===== config.mk =====
export PLATFORM = sky130hd
export DESIGN_NAME = turn_light_monitor
export DESIGN_NICKNAME = d
export VERILOG_FILES = /design/src/rtl/turn_light_monitor.sv
export SDC_FILE = /design/constraint.sdc
export NUM_CORES = 1
export LEC_CHECK = 0
export CORE_ASPECT_RATIO = 0.9
export CORE_MARGIN = 2
export CORE_UTILIZATION = 55
export CTS_CLUSTER_DIAMETER = 60
export CTS_CLUSTER_SIZE = 14
export DETAILED_ROUTE_END_ITERATION = 8
export MAX_ROUTING_LAYER = met4
export PLACE_DENSITY = 0.81
export SYNTH_ARGS = -nofsm -noshare
export SYNTH_HDL_FRONTEND = slang
export SYNTH_SLANG_ARGS = --single-unit

===== constraint.sdc =====
create_clock -name clk -period 7.8 [get_ports clk]
set_input_delay 2.34 -clock clk [delete_from_list [all_inputs] [get_ports clk]]
set_output_delay 2.34 -clock clk [all_outputs]
set_load 0.02 [all_outputs]

===== src/rtl/turn_light_monitor.sv =====
// Tail-light sequence monitor: decodes left/right/hazard lamp sequences,
// flags illegal pattern transitions and keeps saturating event counters.
module turn_light_monitor (
  input  logic       clk,
  input  logic       reset,
  input  logic [5:0] lights,
  output logic [1:0] mode,
  output logic       cycle_done,
  output logic       seq_err,
  output logic [7:0] left_cnt,
  output logic [7:0] right_cnt,
  output logic [7:0] haz_cnt,
  output logic [7:0] err_cnt
);

  localparam logic [5:0] P_OFF = 6'b000000;
  localparam logic [5:0] P_L1  = 6'b001000;
  localparam logic [5:0] P_L2  = 6'b011000;
  localparam logic [5:0] P_L3  = 6'b111000;
  localparam logic [5:0] P_R1  = 6'b000100;
  localparam logic [5:0] P_R2  = 6'b000110;
  localparam logic [5:0] P_R3  = 6'b000111;
  localparam logic [5:0] P_HZ  = 6'b111111;

  typedef enum logic [2:0] {
    S_IDLE, S_L1, S_L2, S_L3, S_R1, S_R2, S_R3, S_HZ
  } state_t;

  state_t     r_state;
  state_t     w_state_next;
  state_t     w_start;
  logic [5:0] w_own;
  logic       w_legal;
  logic       w_done;
  logic       w_inc_l;
  logic       w_inc_r;
  logic       w_inc_h;
  logic [1:0] w_mode_next;

  logic [1:0] r_mode;
  logic       r_done;
  logic       r_err;
  logic [7:0] r_left_cnt;
  logic [7:0] r_right_cnt;
  logic [7:0] r_haz_cnt;
  logic [7:0] r_err_cnt;

  // Where a sequence would begin if this pattern arrived from IDLE.
  always_comb begin
    w_start = S_IDLE;
    case (lights)
      P_L1:    w_start = S_L1;
      P_R1:    w_start = S_R1;
      P_HZ:    w_start = S_HZ;
      default: w_start = S_IDLE;
    endcase
  end

  always_comb begin
    w_own = P_OFF;
    case (r_state)
      S_L1:    w_own = P_L1;
      S_L2:    w_own = P_L2;
      S_L3:    w_own = P_L3;
      S_R1:    w_own = P_R1;
      S_R2:    w_own = P_R2;
      S_R3:    w_own = P_R3;
      S_HZ:    w_own = P_HZ;
      default: w_own = P_OFF;
    endcase
  end

  always_comb begin
    w_state_next = r_state;
    w_legal      = 1'b0;
    w_done       = 1'b0;
    w_inc_l      = 1'b0;
    w_inc_r      = 1'b0;
    w_inc_h      = 1'b0;
    if (lights == w_own) begin
      w_legal = 1'b1;
    end else begin
      case (r_state)
        S_IDLE: begin
          w_legal      = (lights == P_L1) || (lights == P_R1) || (lights == P_HZ);
          w_state_next = w_start;
        end
        S_L1: begin
          if (lights == P_L2) begin w_legal = 1'b1; w_state_next = S_L2; end
          else if (lights == P_OFF) begin w_legal = 1'b1; w_state_next = S_IDLE; end
        end
        S_L2: begin
          if (lights == P_L3) begin w_legal = 1'b1; w_state_next = S_L3; end
          else if (lights == P_OFF) begin w_legal = 1'b1; w_state_next = S_IDLE; end
        end
        S_R1: begin
          if (lights == P_R2) begin w_legal = 1'b1; w_state_next = S_R2; end
          else if (lights == P_OFF) begin w_legal = 1'b1; w_state_next = S_IDLE; end
        end
        S_R2: begin
          if (lights == P_R3) begin w_legal = 1'b1; w_state_next = S_R3; end
          else if (lights == P_OFF) begin w_legal = 1'b1; w_state_next = S_IDLE; end
        end
        S_L3, S_R3, S_HZ: begin
          if (lights == P_OFF) begin
            w_legal      = 1'b1;
            w_done       = 1'b1;
            w_state_next = S_IDLE;
            w_inc_l      = (r_state == S_L3);
            w_inc_r      = (r_state == S_R3);
            w_inc_h      = (r_state == S_HZ);
          end
        end
        default: w_legal = 1'b0;
      endcase
      // Illegal input resynchronises to whatever the pattern would start.
      if (!w_legal) begin
        w_state_next = w_start;
      end
    end
  end

  always_comb begin
    w_mode_next = 2'b00;
    case (w_state_next)
      S_L1, S_L2, S_L3: w_mode_next = 2'b01;
      S_R1, S_R2, S_R3: w_mode_next = 2'b10;
      S_HZ:             w_mode_next = 2'b11;
      default:          w_mode_next = 2'b00;
    endcase
  end

  always_ff @(posedge clk) begin
    if (reset) begin
      r_state     <= S_IDLE;
      r_mode      <= 2'b00;
      r_done      <= 1'b0;
      r_err       <= 1'b0;
      r_left_cnt  <= 8'd0;
      r_right_cnt <= 8'd0;
      r_haz_cnt   <= 8'd0;
      r_err_cnt   <= 8'd0;
    end else begin
      r_state <= w_state_next;
      r_mode  <= w_mode_next;
      r_done  <= w_done;
      r_err   <= !w_legal;
      if (w_inc_l && (r_left_cnt != 8'hFF))  r_left_cnt  <= r_left_cnt + 8'd1;
      if (w_inc_r && (r_right_cnt != 8'hFF)) r_right_cnt <= r_right_cnt + 8'd1;
      if (w_inc_h && (r_haz_cnt != 8'hFF))   r_haz_cnt   <= r_haz_cnt + 8'd1;
      if (!w_legal && (r_err_cnt != 8'hFF))  r_err_cnt   <= r_err_cnt + 8'd1;
    end
  end

  assign mode       = r_mode;
  assign cycle_done = r_done;
  assign seq_err    = r_err;
  assign left_cnt   = r_left_cnt;
  assign right_cnt  = r_right_cnt;
  assign haz_cnt    = r_haz_cnt;
  assign err_cnt    = r_err_cnt;

endmodule


# Word level (Yosys, flattened, before mapping)
# Index checks and enable logic that the tools add are counted.
# totals
regBits,39
latch_bits,0
ram_bits,0
romBits,0
inputBits,8
out_inout_bits,36
elab_cells,80
memories,0
# op_classes
addsub,4
mul,0
div,0
order_cmp,0
n_eq_ne,26
shift,0
mux,28
n_bitwise,1
reduce_logical,13
# ops
cell,n
$pmux W6 S7,1
$add A8 B1 Y8 const B,4
$ne A8 B8 Y1 const B,4
$eq A3 B3 Y1 const B,8
$mux W3,7
$eq A6 B3 Y1 const B,3
$pmux W3 S6,1
$mux W1,16
$eq A3 B2 Y1 const B,4
$eq A6 B6 Y1 const B,2
$reduce_or A3 Y1,4
$pmux W3 S3,1
$eq A3 B1 Y1 const B,2
$eq A6 B4 Y1 const B,1
$eq A6 B5 Y1 const B,1
$eq A6 B6 Y1,1
$logic_not A6 Y1,1
$pmux W1 S6,1
$pmux W2 S3,1
$logic_and A1 B1 Y1,4
$logic_not A3 Y1,1
$logic_or A1 B1 Y1,2
$logic_not A1 Y1,1
$not A1 Y1,1

# Logic depth before layout (Yosys ltp)
# Gate-level depths: netlist (run 1).
# depth
ltp_word,10
ltp_mapped,9

# Worst setup path before layout (run 1)
# Ideal clock, no wire load.
# synth_path
path_type,input to register
start,input port lights[4]
end,"register r_err_cnt[5], in the netlist err_cnt[5]"
setup_time_ns,0.123
arrival_ns,4.141
t_required_ns,7.677
path_slack_ns,3.536
path_stages,9
cell_sequence,buf_8 > or4b_4 > nor4_4 > nor2_2 > a31oi_2 > a311oi_2 > buf_6 > nand4_1 > mux2_1
# synth_via
elab_chain_cells,8
word_cells_on_any_way,21
# synth_lines
element,line_no,rtl
"start, declared",6,"input logic [5:0] lights,"
$logic_not A6 Y1 (tied with other cells),n/a,
$mux W1 / $logic_or A1 B1 Y1 (equally long branches),n/a,
$mux W1 (tied with other cells),101,if (lights == P_R3) begin w_legal = 1'b1; w_state_next = S_R3; end
$pmux W1 S6,83,case (r_state)
$mux W1,80,if (lights == w_own) begin
$mux W1 (*),80,
$logic_not A1 Y1 (*),151,if (!w_legal && (r_err_cnt != 8'hFF)) r_err_cnt <= r_err_cnt + 8'd1;
$logic_and A1 B1 Y1 (*),151,
"end signal, assigned",151,
"end, declared",46,logic [7:0] r_err_cnt;
# Mark *: on every way between the ends. The rest lies on a longest branch, timed or not. The select of a mux whose other input is x is not followed.
# A chain may end at the register's enable or synchronous reset.

# Worst setup path after layout (run 1)
# layout_path
start,input port lights[5]
end,"register r_err_cnt[7], in the netlist err_cnt[7]"
# The elaborated chain is that of the path after synthesis.

==> qor.csv, run 1 <==
metric,value,unit
final cycle utilization of the critical path,64.05,%
Place WS,2.539,ns
Total Power,374.7,µW
later-pin clock latency in the skew report,0.28,ns
min cycle time layout,4.996,ns
clock slew at reported path FFs,0.07,ns
die area,4725,µm²
maxcap violations,0,
Post-CTS Setup Inserts,0,
antenna violations before repair,0,
total gr overflow,0,
synthesis-stage register bit count,39,
floorplan core area,4046,µm²
DRC viols,0,
fraction of registers with async set/reset,0,%
fmax,0.2002,GHz
routability congestion estimate,0.9364,
CP required,7.97,ns
Starting DRT DRC Count,92,
Synth warnings,0,
Worst Hold Class,reg -> reg,
top_reg_cell synth,dfxtp_1,
Met3 Routed Length,235,µm
dpl cell area,2698,µm²
vias in the first global route,1831,
Sink Count,39,
Hold Slack,0.5156,ns
maximum VDD drop,0.1167,mV
I/O pins,44,
CP Class,in -> reg,
Max Used Layer,met4,
skew final,0.006614,ns
DPL Wire Length,3.449,mm
DIE HEIGHT,65.41,µm
Root Driver,clkbuf_8,
largest net degree at the start of global routing,44,
Post-Synthesis Cells,258,
RSZ-0062 raised after global routing,false,
largest area contributor in the netlist,dfxtp_1,
final std cells w/o fill,344,
Die W,72.24,µm
CTS tree,yes,
Pre-antenna DRT Iters,4,
CP Launch Type,primary input,
slew margin rel.,47.00,%
Setup WS post-layout,2.804,ns
DRT Wirelength,4.753,mm
ratio of total power to cell area,134.8,nW/µm²
Yosys top cell area share,33.88,%
"EDFF count, synth",0,
synthesized area,2305,µm²
CP Max Fanout,14,
Clock Tree Buf Depth,2,
Post-Synthesis Net Count,270,
endpoints failing setup,0,
"count leader, synth",nor2_1,
Initial Util,56.96,%
TNS Setup,0,ns
H-tree Lvls,2,
status,"complete, no violations",
fillers,348,
crit path DAT,5.17,ns
first-pass GRT wire length,8.121,mm
LEAKAGE,0.9821,nW
endpoint class of the critical path,flop,
CTS Hold Bufs,0,
final instance area,2779,µm²
routed wl met2,2.145,mm
worst-margin pin slew,0.7950,ns
final hold violations,0,
Avg Vias per Cell,5.794,
sequential area share after synthesis,33.88,%
Num CTS Buffers,5,
CTS resizes,0,
Antenna diodes,0,
Tot GR Track Use,21.96,%
layout net count,307,
layout cells sized above 1,11.15,%
Metal-1 WL,2.329,mm
Yosys cell types,67,
Final Util,68.68,%
Avg Inst Size Synth,8.933,µm²
Final ANT Viol Nets,0,
placed insts,336,
count of input and output buffers,43,
fin. max-slew vios,0,
most instantiated cells after synthesis,"nor2_1, dfxtp_1, xor2_1",
Vias,1993,
Area Overhead vs Synth,20.58,%
Cell Rows,22,
Routed wire per std cell,13.82,µm
largest cells by area after synthesis,"dfxtp_1, nor2_1, xor2_1",
==> flip-flops by register name, summed over array words and instances (netlist names) <==
signal and cells:
left_cnt 8, haz_cnt 8, right_cnt 8, seq_err 1
err_cnt 8, mode 2, cycle_done 1, r_state 3
==> where the power goes <==
part           internal, mW  switching (mW)  leakage (nW)  total, mW
clock                0.0627          0.0651        0.0422      0.128
sequential            0.202         0.00478         0.315      0.207
combinational        0.0171          0.0229         0.625     0.0401
==> cells in the final DEF, fill, tap and decap left out, drive strengths merged, types with 7 or more instances in the layout <==
| cell type | instances |
|---|---|
| nand3 | 8 |
| nor2 | 41 |
| nor3 | 10 |
| and3 | 9 |
| clkdlybuf4s50 | 43 |
| nand4 | 11 |
| nand2 | 13 |
| xor2 | 16 |
| a21oi | 8 |
| xnor2 | 7 |
| dfxtp | 39 |
| inv | 7 |
| clkbuf | 7 |
==> final cells by class <==
| type | instances | area [µm²] | area share [%] |
|---|---|---|---|
| Timing Repair Buffer | 44 | 437.9 | 15.76 |
| Clock buffer | 7 | 76.32 | 2.747 |
| Inverter | 7 | 26.28 | 0.9455 |
| Tap cell | 48 | 60.06 | 2.161 |
| Clock inverter | 1 | 5.005 | 0.1801 |
| Sequential cell | 39 | 780.7 | 28.10 |
| Multi-Input combinational cell | 198 | 1393 | 50.11 |
==> logic make-up (layout without fill, tap and decap cells) <==
kind of cell | after synthesis | after routing | share of synthesized area [%]
simple gates | 123 | 123 | 31.05
flops | 39 | 39 | 33.88
compound gates | 39 | 39 | 14.17
mux | 8 | 8 | 3.800
buf+inv | 21 | 59 | 5.700
xor+xnor | 23 | 23 | 8.740
fa+ha+maj | 5 | 5 | 2.660
==> per-layer routing <==
metal / GRT usage, % / vias to the layer above
met2: 34.86 / 50
met1: 28.64 / 934
met4: 6.132 / 0
li1: - / 1002
met3: 4.294 / 7
met5: - / -
==> worst paths after layout <==
| check | cells past startpoint | slack [ns] | to | startpoint |
|---|---|---|---|---|
| setup / recovery | 8 | 2.80 | err_cnt[7]$_SDFFE_PP0P_ | lights[5] |
| hold / removal | 2 | 0.52 | haz_cnt[5]$_SDFFE_PP0P_ | haz_cnt[5]$_SDFFE_PP0P_ |
| setup reg to reg | 7 | 4.99 | err_cnt[7]$_SDFFE_PP0P_ | r_state[1]$_SDFF_PP0_ |
| hold reg to reg | 2 | 0.52 | haz_cnt[5]$_SDFFE_PP0P_ | haz_cnt[5]$_SDFFE_PP0P_ |
==> worst max-delay path: stages <==
cell and delay, ns:
clkdlybuf4s50_1 0.64, and3_1 0.32, and4_1 0.22, a311oi_2 0.23, a31oi_2 0.08, a311oi_2 0.72
and4_4 0.33, mux2_4 0.29
(Power assumes the default switching activity.)
==> inputs of run 2 (changes only) <==
Settings changed: CORE_UTILIZATION 55 to 47, PLACE_DENSITY 0.81 to 0.73.
Clock period 7.8 ns to 4.1 ns, I/O delays scaled along.
==> run 2 against run 1 <==
  * Wire length increased by 3.5%
  * Largest cell class unchanged
  * Final cell count increased by 7.8%
  * Largest power group unchanged
  * Non-clock buffer count increased by 10
  * Register-to-register slack got worse by 3.4 ns
==> qor.csv, run 2 (synthesis results as in run 1) <==
metric,value,unit,change
status,"complete, no violations",,
worst-margin pin slew,0.6042,ns,-0.1909 ns
Pre-antenna DRT Iters,4,,unchanged
routability congestion estimate,0.9198,,-1.8%
CP Launch Type,primary input,,
fmax,0.2838,GHz,
Vias,2002,,+0.45%
layout net count,317,,+3.3%
H-tree Lvls,2,,unchanged
final std cells w/o fill,371,,+7.8%
RSZ-0062 raised after global routing,false,,
CTS tree,yes,,
endpoint class of the critical path,flop,,
layout cells sized above 1,14.71,%,+3.6 points
later-pin clock latency in the skew report,0.28,ns,about the same
Final ANT Viol Nets,0,,unchanged
path length in cells of the critical path,8,,unchanged
CP Max Fanout,10,,-4
DPL Wire Length,3.566,mm,+3.4%
Post-CTS Setup Inserts,0,,unchanged
floorplan core area,4775,µm²,+18%
r2r worst-path depth,7,,unchanged
DIE HEIGHT,70.43,µm,+7.7%
Area Overhead vs Synth,26.33,%,
count of input and output buffers,43,,unchanged
antenna violations before repair,0,,unchanged
min cycle time layout,3.523,ns,
CP required,4.28,ns,-3.69 ns
WHS Path Cells,2,,unchanged
die area,5481,µm²,+16%
first-pass GRT wire length,8.562,mm,+5.4%
largest net degree at the start of global routing,29,,-34%
Root Driver,clkbuf_8,,
"commonest non-fill, non-tap cell in the layout",clkdlybuf4s50_1,,
Antenna diodes,0,,unchanged
final cycle utilization of the critical path,85.93,%,
Die W,77.82,µm,+7.7%
Routed wire per std cell,13.26,µm,-4.0%
multi-input combinational cell area,1393,µm²,unchanged
skew final,0.004121,ns,-0.002492 ns
Reg area,780.7,µm²,unchanged
most frequent cells in the layout,"clkdlybuf4s50_1, nor2_1, dfxtp_1, xor2_1, nand2_1",,
clock slew at reported path FFs,0.08,ns,about the same
placed insts,363,,+8.0%
Num CTS Buffers,5,,unchanged
Initial Util,48.27,%,-8.7 points
CP Class,in -> reg,,
family with the most delay on the worst path,simple AND/OR/NAND/NOR gates,,
LEAKAGE,1.051,nW,+7.0%
endpoints failing setup,0,,unchanged
crit path cell chain,"clkdlybuf4s50_1, or4b_4, nor4_4, nor2_2, a31oi_2, a311oi_2, and4_4, mux2_4",,
Final Util,60.98,%,-7.7 points
Cell Rows,24,,+9.1%
slew margin rel.,59.67,%,+13 points
Tot GR Track Use,19.53,%,-2.4 points
Avg Vias per Cell,5.396,,-6.9%
TNS Setup,0,ns,unchanged
total gr overflow,0,,unchanged
DRT Wirelength,4.921,mm,+3.5%
maximum VDD drop,0.1882,mV,+61%
crit path DAT,3.70,ns,-1.47 ns
CTS Hold Bufs,0,,unchanged
final hold violations,0,,unchanged
CTS resizes,0,,unchanged
Starting DRT DRC Count,159,,+73%
vias in the first global route,1842,,+0.60%
maxcap violations,0,,unchanged
ratio of total power to cell area,276.7,nW/µm²,+110%
fillers,428,,+23%
Clock Tree Buf Depth,2,,unchanged
I/O pins,44,,unchanged
Slowest Stage Delay on Critical Path,0.61,ns,-0.11 ns
DRC viols,0,,unchanged
Worst Hold Class,reg -> reg,,
fin. max-slew vios,0,,unchanged
Sink Count,39,,unchanged
Crit-path slowest cell,or4b_4,,
Buf/Inv on CP,1,,unchanged
## run 2: worst min-delay path, stage by stage (launching register included)
cell	delay [ns]
dfxtp_1	0.33
o21ai_0	0.07
a21oi_1	0.06
## run 2: report_power, final
group          leakage (nW)  switching (mW)  internal, mW
Combinational         0.674          0.0446        0.0371
Clock                0.0612           0.134         0.197
Sequential            0.315         0.00840         0.384
## run 2: cell type report
class / instances / area share [%]
Clock inverter: 2 / 1.203
Sequential cell: 39 / 26.82
Tap cell: 65 / 2.793
Timing Repair Buffer: 54 / 17.62
Clock buffer: 6 / 2.836
Multi-Input combinational cell: 198 / 47.83
Inverter: 7 / 0.9025
## run 2: path summary, 6_finish.rpt
check	start	endpoint	slack, ns
worst min register to register	haz_cnt[5]$_SDFFE_PP0P_	haz_cnt[5]$_SDFFE_PP0P_	0.51
worst max register to register	r_state[0]$_SDFF_PP0_	err_cnt[7]$_SDFFE_PP0P_	1.56
worst min-delay path	haz_cnt[5]$_SDFFE_PP0P_	haz_cnt[5]$_SDFFE_PP0P_	0.51
worst max-delay path	lights[4]	err_cnt[7]$_SDFFE_PP0P_	0.58
## run 2: through the flow
step                      area, µm²  worst slack (ns)  hold slack [ns]  power [mW]
final                          2912            0.5770           0.5062      0.8056
after global routing           2912            0.4532           0.5677      0.8391
after CTS                      2912            0.6088           0.5098      0.8115
after detailed placement       2794            0.3054           0.4962      0.4830
after global placement         2794            0.3452           0.4883      0.4820
after floorplan                2305            0.9458           0.5700      0.4548
## run 2: per-layer routing
layer  up-vias  wire [µm]  global-route usage, %
met5         -          0                      -
met4         0         51                  5.357
met3         7        149                  3.488
met2        39       2252                  29.41
met1       936       2468                  26.99
li1       1020          -                      -
==> inputs of run 3 (changes only) <==
Settings changed: CORE_UTILIZATION 47 to 52, GPL_TIMING_DRIVEN set to 0, PLACE_DENSITY 0.73 to 0.77.
Clock period 4.1 ns to 3.55 ns, I/O delays scaled along.
==> run 3 against run 2 <==
  * Combinational power is 19% higher
  * Core utilization is 8.6 points higher
  * Final cell count is 1.3% lower
  * Power is 11% higher
  * Clock skew is 0.0037 ns higher
  * Critical path depth is 2 higher
  * Non-clock buffer count is 1 higher
  * Clock power is 5% higher
  * Flip-flop and latch count stayed put
  * Critical path type unchanged
  * Critical endpoint is now err_cnt[5]$_SDFFE_PP0P_
  * Largest cell class unchanged
==> qor.csv, run 3 (synthesis results as in run 1) <==
metric,value,unit,change
DRT Wirelength,4.966,mm,+0.91%
Final Util,69.60,%,+8.6 points
Pre-antenna DRT Iters,5,,+1
CTS tree,yes,,
most frequent cells in the layout,"clkdlybuf4s50_1, nor2_1, dfxtp_1, xor2_1, nand2_1",,
status,"complete, no violations",,
placed insts,359,,-1.1%
Total Power,897.7,µW,+11%
RSZ-0062 raised after global routing,false,,
Worst Hold Class,reg -> reg,,
CP Launch Type,primary input,,
Cell Rows,22,,-8.3%
Metal-1 WL,2.351,mm,-4.7%
Place WS,-0.1190,ns,-0.4244 ns
LEAKAGE,1.039,nW,-1.1%
Vias,2052,,+2.5%
worst-margin pin slew,0.4995,ns,-0.1046 ns
Die W,74.18,µm,-4.7%
dpl cell area,2790,µm²,-0.13%
Antenna diodes,0,,unchanged
Post-CTS Setup Inserts,0,,unchanged
floorplan core area,4156,µm²,-13%
Setup WS post-layout,0.1765,ns,-0.4005 ns
layout cells sized above 1,13.73,%,-0.98 points
CTS resizes,0,,unchanged
total gr overflow,0,,unchanged
layout net count,318,,+0.32%
CP Max Fanout,10,,unchanged
Met3 Routed Length,364,µm,+140%
I/O pins,44,,unchanged
ratio of total power to cell area,310.3,nW/µm²,+12%
CP Class,in -> reg,,
DPL Wire Length,3.605,mm,+1.1%
maxcap violations,0,,unchanged
skew final,0.007773,ns,+0.003651 ns
Avg Vias per Cell,5.607,,+3.9%
largest net degree at the start of global routing,12,,-59%
die area,4982,µm²,-9.1%
Routed wire per std cell,13.57,µm,+2.3%
min cycle time layout,3.374,ns,
Final ANT Viol Nets,0,,unchanged
endpoints failing setup,0,,unchanged
final hold violations,0,,unchanged
TNS Setup,0,ns,unchanged
"commonest non-fill, non-tap cell in the layout",clkdlybuf4s50_1,,
Clock Tree Buf Depth,2,,unchanged
DIE HEIGHT,67.16,µm,-4.6%
final cycle utilization of the critical path,95.03,%,
Area Overhead vs Synth,25.52,%,
Sink Count,39,,unchanged
Hold Slack,0.5274,ns,+0.02122 ns
antenna violations before repair,0,,unchanged
Num CTS Buffers,5,,unchanged
endpoint class of the critical path,flop,,
fmax,0.2964,GHz,
vias in the first global route,1758,,-4.6%
final instance area,2893,µm²,-0.64%
maximum VDD drop,0.2275,mV,+21%
routed wl met2,2.170,mm,-3.6%
later-pin clock latency in the skew report,0.29,ns,about the same
crit path DAT,3.56,ns,-0.14 ns
final std cells w/o fill,366,,-1.3%
slew margin rel.,66.70,%,+7.0 points
fin. max-slew vios,0,,unchanged
Max Used Layer,met4,,
fillers,342,,-20%
clock slew at reported path FFs,0.07,ns,about the same
Initial Util,55.45,%,+7.2 points
DRC viols,0,,unchanged
CP required,3.73,ns,-0.55 ns
Root Driver,clkbuf_8,,
H-tree Lvls,2,,unchanged
count of input and output buffers,41,,-4.7%
routability congestion estimate,0.8709,,-5.3%
CTS Hold Bufs,0,,unchanged
Starting DRT DRC Count,201,,+26%
Tot GR Track Use,21.59,%,+2.1 points
first-pass GRT wire length,8.073,mm,-5.7%
run 3: cell count changes in the layout (fill, tap and decap cells not counted):
cell,delta
buf_2,+3
buf_4,-9
buf_6,+4
buf_8,+1
clkbuf_1,+5
clkbuf_8,-1
clkdlybuf4s50_1,-2
clkinv_2,-1
run 3: area by class of cell:
type	instances	area (µm²)	share of cell area, %
sequential	39	780.7	26.99
tap	60	75.07	2.595
multi-input combinational	198	1393	48.14
inverter	7	26.28	0.9083
clock buffer	6	72.57	2.509
buffer	14	105.1	3.633
timing repair buffer	41	410.4	14.19
clock inverter	1	30.03	1.038
run 3: path summary, 6_finish.rpt:
path                           startpoint                 endpoint  slack [ns]  depth (start not counted)
setup reg to reg    r_state[2]$_SDFF_PP0_  err_cnt[5]$_SDFFE_PP0P_        1.14                          9
hold / removal    haz_cnt[5]$_SDFFE_PP0P_  haz_cnt[5]$_SDFFE_PP0P_        0.53                          2
hold reg to reg   haz_cnt[5]$_SDFFE_PP0P_  haz_cnt[5]$_SDFFE_PP0P_        0.53                          2
setup / recovery                lights[2]  err_cnt[5]$_SDFFE_PP0P_        0.18                         10
run 3: power breakdown:
| part | switching (mW) | internal [mW] | total (mW) | leakage, nW |
|---|---|---|---|---|
| Sequential | 0.00802 | 0.444 | 0.452 | 0.315 |
| Combinational | 0.0539 | 0.0432 | 0.0971 | 0.672 |
| Clock | 0.143 | 0.206 | 0.349 | 0.0513 |
| Total | 0.205 | 0.693 | 0.898 | 1.04 |
run 3: layer usage:
| layer | track usage (%) | vias up |
|---|---|---|
| li1 | - | 1026 |
| met1 | 28.13 | 949 |
| met2 | 32.48 | 70 |
| met3 | 4.627 | 7 |
| met4 | 9.091 | 0 |
| met5 | - | - |
run 3: worst max-delay path: stages:
cell             delay, ns
clkdlybuf4s50_1       0.48
buf_4                 0.19
or4b_4                0.51
nor4_4                0.34
nor2_2                0.06
a31oi_2               0.22
a311oi_2              0.09
buf_6                 0.17
nand4_1               0.10
mux2_1                0.32
